==> config.mk <==
export PLATFORM = sky130hd
export DESIGN_NAME = stopwatch_ctrl_flat
export DESIGN_NICKNAME = d
export VERILOG_FILES = /design/src/rtl/stopwatch_ctrl_if.sv /design/src/rtl/stopwatch_ctrl.sv /design/src/flat_wrapper.sv
export SDC_FILE = /design/constraint.sdc
export NUM_CORES = 1
export LEC_CHECK = 0
export ABC_AREA = 1
export CAP_MARGIN = 20
export CORE_MARGIN = 2
export CORE_UTILIZATION = 35
export CTS_CLUSTER_SIZE = 10
export DETAILED_ROUTE_END_ITERATION = 10
export GPL_TIMING_DRIVEN = 0
export PLACE_DENSITY = 0.7
export SLEW_MARGIN = 0
export SYNTH_ARGS = -nofsm -noshare
export SYNTH_HDL_FRONTEND = slang
export SYNTH_SLANG_ARGS = --single-unit
==> constraint.sdc <==
create_clock -name clk_100mhz -period 1.8 [get_ports clk_100mhz]
set_clock_uncertainty 0.15 [all_clocks]
set_input_delay 0.36 -clock clk_100mhz [delete_from_list [all_inputs] [get_ports clk_100mhz]]
set_output_delay 0.36 -clock clk_100mhz [all_outputs]
set_load 0.01 [all_outputs]
==> src/rtl/stopwatch_ctrl_if.sv <==
// Signal bundle between input conditioning / BCD datapath and the stopwatch mode sequencer.
// The master side drives the conditioned inputs; the slave side (sequencer) drives strobes and flags.
interface stopwatch_ctrl_if;
    logic       clr_req;
    logic       tick_1hz;
    logic       tick_2hz;
    logic       btn_pause;
    logic       sw_adj;
    logic       sw_sel;
    logic       sec_at_max;
    logic       inc_sec;
    logic       inc_min;
    logic       clr_all;
    logic [1:0] state_out;
    logic       is_adj;
    logic       is_sel_sec;

    modport master (
        output clr_req, tick_1hz, tick_2hz, btn_pause, sw_adj, sw_sel, sec_at_max,
        input  inc_sec, inc_min, clr_all, state_out, is_adj, is_sel_sec
    );

    modport slave (
        input  clr_req, tick_1hz, tick_2hz, btn_pause, sw_adj, sw_sel, sec_at_max,
        output inc_sec, inc_min, clr_all, state_out, is_adj, is_sel_sec
    );
endinterface

==> src/rtl/stopwatch_ctrl.sv <==
// Stopwatch mode sequencer: turns debounced buttons, switches and divider ticks into
// one-cycle increment/clear strobes for the BCD counter datapath.
module stopwatch_ctrl #(
    parameter bit RESET_RUNNING = 1'b1,
    parameter bit ADJ_CARRY     = 1'b0
) (
    input  logic           clk_100mhz,
    input  logic           rst_n,
    stopwatch_ctrl_if.slave sw
);

    typedef enum logic [1:0] {
        RUN     = 2'b00,
        PAUSE   = 2'b01,
        ADJ_MIN = 2'b10,
        ADJ_SEC = 2'b11
    } state_t;

    localparam state_t IDLE_STATE = RESET_RUNNING ? RUN : PAUSE;

    state_t state, state_nxt;
    logic   run_flag, run_nxt;
    logic   clr_q, pause_q, armed;
    logic   inc_sec_q, inc_min_q, clr_all_q;
    logic   inc_sec_nxt, inc_min_nxt, clr_all_nxt;
    logic   clr_edge, pause_edge;
    state_t adj_tgt;

    // Edge detectors stay disarmed for the first cycle out of reset so a
    // button held through reset never produces an event.
    assign clr_edge   = armed & sw.clr_req   & ~clr_q;
    assign pause_edge = armed & sw.btn_pause & ~pause_q;
    assign adj_tgt    = sw.sw_sel ? ADJ_SEC : ADJ_MIN;

    always_ff @(posedge clk_100mhz or negedge rst_n) begin
        if (!rst_n) begin
            state     <= IDLE_STATE;
            run_flag  <= RESET_RUNNING;
            clr_q     <= 1'b0;
            pause_q   <= 1'b0;
            armed     <= 1'b0;
            inc_sec_q <= 1'b0;
            inc_min_q <= 1'b0;
            clr_all_q <= 1'b0;
        end else begin
            state     <= state_nxt;
            run_flag  <= run_nxt;
            clr_q     <= sw.clr_req;
            pause_q   <= sw.btn_pause;
            armed     <= 1'b1;
            inc_sec_q <= inc_sec_nxt;
            inc_min_q <= inc_min_nxt;
            clr_all_q <= clr_all_nxt;
        end
    end

    always_comb begin
        state_nxt   = state;
        run_nxt     = run_flag;
        inc_sec_nxt = 1'b0;
        inc_min_nxt = 1'b0;
        clr_all_nxt = 1'b0;

        if (clr_edge) begin
            // Clear wins over any coincident tick.
            clr_all_nxt = 1'b1;
            run_nxt     = RESET_RUNNING;
            state_nxt   = sw.sw_adj ? adj_tgt : IDLE_STATE;
        end else begin
            // Strobes follow the current state, before any transition.
            case (state)
                RUN: begin
                    inc_sec_nxt = sw.tick_1hz;
                    inc_min_nxt = sw.tick_1hz & sw.sec_at_max;
                end
                ADJ_MIN: inc_min_nxt = sw.tick_2hz;
                ADJ_SEC: begin
                    inc_sec_nxt = sw.tick_2hz;
                    inc_min_nxt = sw.tick_2hz & ADJ_CARRY & sw.sec_at_max;
                end
                default: ;
            endcase

            if (sw.sw_adj) begin
                state_nxt = adj_tgt;
            end else if (state == ADJ_MIN || state == ADJ_SEC) begin
                state_nxt = run_flag ? RUN : PAUSE;
            end else if (pause_edge) begin
                run_nxt   = ~run_flag;
                state_nxt = run_flag ? PAUSE : RUN;
            end
        end
    end

    assign sw.inc_sec    = inc_sec_q;
    assign sw.inc_min    = inc_min_q;
    assign sw.clr_all    = clr_all_q;
    assign sw.state_out  = state;
    assign sw.is_adj     = state[1];
    assign sw.is_sel_sec = (state == ADJ_SEC);

endmodule
==> src/flat_wrapper.sv <==
// flat-port wrapper written by rule: the top's interface ports become plain ports
module stopwatch_ctrl_flat 
#(
    parameter bit RESET_RUNNING = 1'b1,
    parameter bit ADJ_CARRY     = 1'b0
)
  (clk_100mhz, rst_n, sw_clr_req, sw_tick_1hz, sw_tick_2hz, sw_btn_pause, sw_sw_adj, sw_sw_sel, sw_sec_at_max, sw_inc_sec, sw_inc_min, sw_clr_all, sw_state_out, sw_is_adj, sw_is_sel_sec);
  stopwatch_ctrl_if sw_i ();
  input  logic clk_100mhz;
  input  logic rst_n;
  input wire logic [$bits(sw_i.clr_req)-1:0] sw_clr_req;
  input wire logic [$bits(sw_i.tick_1hz)-1:0] sw_tick_1hz;
  input wire logic [$bits(sw_i.tick_2hz)-1:0] sw_tick_2hz;
  input wire logic [$bits(sw_i.btn_pause)-1:0] sw_btn_pause;
  input wire logic [$bits(sw_i.sw_adj)-1:0] sw_sw_adj;
  input wire logic [$bits(sw_i.sw_sel)-1:0] sw_sw_sel;
  input wire logic [$bits(sw_i.sec_at_max)-1:0] sw_sec_at_max;
  output wire logic [$bits(sw_i.inc_sec)-1:0] sw_inc_sec;
  output wire logic [$bits(sw_i.inc_min)-1:0] sw_inc_min;
  output wire logic [$bits(sw_i.clr_all)-1:0] sw_clr_all;
  output wire logic [$bits(sw_i.state_out)-1:0] sw_state_out;
  output wire logic [$bits(sw_i.is_adj)-1:0] sw_is_adj;
  output wire logic [$bits(sw_i.is_sel_sec)-1:0] sw_is_sel_sec;
  assign sw_i.clr_req = sw_clr_req;
  assign sw_i.tick_1hz = sw_tick_1hz;
  assign sw_i.tick_2hz = sw_tick_2hz;
  assign sw_i.btn_pause = sw_btn_pause;
  assign sw_i.sw_adj = sw_sw_adj;
  assign sw_i.sw_sel = sw_sw_sel;
  assign sw_i.sec_at_max = sw_sec_at_max;
  assign sw_inc_sec = sw_i.inc_sec;
  assign sw_inc_min = sw_i.inc_min;
  assign sw_clr_all = sw_i.clr_all;
  assign sw_state_out = sw_i.state_out;
  assign sw_is_adj = sw_i.is_adj;
  assign sw_is_sel_sec = sw_i.is_sel_sec;
  stopwatch_ctrl #(.RESET_RUNNING(RESET_RUNNING), .ADJ_CARRY(ADJ_CARRY)) u_core (.clk_100mhz(clk_100mhz), .rst_n(rst_n), .sw(sw_i));
endmodule
==> run summary <==
Top-count cell post-synth: nand2_1
TritonCTS clock tree: yes
Initial antenna violation count: 0
Maximum buffer depth of the clock tree: 2
Final Critical Period: 1.727 ns
CTS H-Tree Depth: 1
Largest net degree at the start of global routing: 10
Nets: 83
Vias per std cell: 4.500
Startpoint type of the worst setup path: flip-flop
Fin. Hold Viols: 0
GRT Resource Usage Total: 13.56%
Power Total: 0.5719 mW
Share of cells above drive strength 1: 23.19%
Synth Area per Inst: 9.448 µm²
DRT Pass-1 Iters: 4
Yosys top cell by area: dfrtp_1
Die Y: 40.37 µm
Syn Inst Count: 49
Non-filler cells in the finished layout: 84
Post-Synth Adder-Cell Area: 10.81%
DR DRC count: 0
Iteration-0 DRC count of the detailed router: 6
Initial Util: 36.49%
Slowest-stage cell, CP: clkdlybuf4s50_1
Worst skew pair latency: 0.25 ns
Gpl congestion: 0.8453
Post-route setup TNS: 0 ns
Post-synth ARST share: 100.0%
WL final: 865 µm
CP Cell Sequence: clkdlybuf4s50_1
Syn Nets: 62
Ys Warns: 0
Post-DP HPWL: 697.8 µm
Cell area after synthesis: 462.9 µm²
F_max: 0.5791 GHz
Main area contributors after synthesis: dfrtp_1 43%, ha_1 11%, nand2_1 9.7%
Total grt overflow: 0
Crit-path leading delay family: buffers and inverters
Vias: 378
Port bufs: 15
Worst vdd ir: 0.0006026 V
First-pass GRT wire length: 1393 µm
Area Overhead vs Synth: 44.05%
# rows: 13
Post-route cell area: 666.9 µm²
I/O pin count: 16
Number of CTS-inserted buffers: 3
CP bufs+invs: 1
Outcome: completed
EDFF count, synth: 0
Slew Viols, Final: 0
Max-cap viol count: 0
Synth Area in Compound Gates: 5.946%
Diode count: 0
Mux share of post-synthesis cell area: 0%
RSZ-0062 raised after global routing: no
Clock sink count: 9
Req. time, crit path: 1.29 ns
Simple-gate area share of the yosys netlist: 26.22%
Power Dens Cells: 857.6 nW/µm²
Crit share post-route: 95.94%
Hold-fix buffers at CTS: 0
Die footprint: 1630 µm²
Detail Route Antenna Nets: 0
Yosys reg bits: 9
Max incr delay on CP: 0.55 ns
Main combinational cell family by area after synthesis: simple AND/OR/NAND/NOR gates
Core area: 1269 µm²
Worst setup EP type: output port
CP Data Arrival Time: 1.22 ns
Setup violators final: 0
Post-synthesis xor/xnor area fraction: 0%
Seq/Total Area, Yosys: 48.92%
Number of global-route vias before repair: 338
Crit path max fanout: 6
Root Driver: clkbuf_4
Post-synth cell types: 18
Cells after DPL: 79
Area after DPL: 631.9 µm²
Most frequent cells after synthesis: 12 x nand2_1, 8 x dfrtp_1, 4 x ha_1, 4 x inv_1
Hold Crit Class: input pin to asynchronous set/reset pin
Min Hold Slack: 0.2442 ns
Kind of critical path: flip-flop to output port
Yosys top cell area share: 43.24%
Pleak: 0.3409 nW
Clk slew on worst S/H paths: 0.06 ns
Primary FF master, synth: dfrtp_1
Width of the die: 40.37 µm
Drt wl/cell: 10.30 µm
placed cells by master, fill, tap and decap left out, drive strengths merged, types with 2 or more instances in the layout:
master	netlist	layout
nand3	4	4
buf	1	2
nor2	4	4
dfrtp	8	8
clkdlybuf4s50	0	12
inv	7	7
nand2	13	13
dlygate4sd2	0	2
o21ai	3	3
ha	4	4
clkbuf	0	4
power breakdown:
group          internal (mW)  leakage, nW  switching [mW]
Sequential             0.230        0.108          0.0160
Combinational         0.0900        0.217          0.0875
Clock                 0.0850       0.0150          0.0639
area by class of cell:
type,instances,area [µm²]
fill,137,601.8
sequential,9,227.7
multi-input combinational,32,202.7
timing repair buffer,16,157.7
clock buffer,4,26.28
inverter,7,26.28
tap,15,18.77
buffer,1,7.507
per-layer routing:
layer  wire length [µm]  track usage (%)  vias up
met1                358            14.63      173
met4                  0            2.500        0
met5                  0                0        -
met3                 78            8.333        0
li1                   -                -      189
met2                427            22.62       16
timing repair:
| item | 4_1_cts | 5_1_grt |
|---|---|---|
| buffers inserted | 1 | 0 |
| resized for setup | 3 | 1 |
| endpoints found under the setup margin | 2 | 1 |
cell families (layout without fill, tap and decap cells):
family	Yosys count	after routing
compound gates	5	5
buf+inv	8	28
fa+ha+maj	4	4
other cells	1	1
flops	9	9
simple gates	22	22
flip-flops by register name, indices dropped and copies added (netlist names):
name                 flops
u_core.sw.state_out      2
u_core.armed             1
u_core.clr_q             1
u_core.pause_q           1
u_core.run_flag          1
u_core.sw.clr_all        1
u_core.sw.inc_min        1
u_core.sw.inc_sec        1
through the flow:
step	util, %	setup slack (ns)
after floorplan	-	0.4442
after global routing	52.56	0.01926
after global placement	49.80	0.1304
after detailed placement	49.80	0.1181
final	52.56	0.07305
after CTS	52.37	0.009667
path summary, 6_finish.rpt:
kind                                   startpoint                      to  slack (ns)  cells past startpoint
setup / recovery           u_core.sw.state_out[1]               sw_is_adj        0.07                      1
hold / removal                              rst_n       u_core.sw.clr_all        0.24                      1
setup reg to reg           u_core.sw.state_out[0]  u_core.sw.state_out[0]        0.32                      9
hold reg to reg                   u_core.run_flag         u_core.run_flag        0.37                      2
max in group asynchronous                   rst_n         u_core.run_flag        0.93                      1
min in group clk_100mhz           u_core.run_flag         u_core.run_flag        0.37                      2
(Power assumes the default switching activity.)
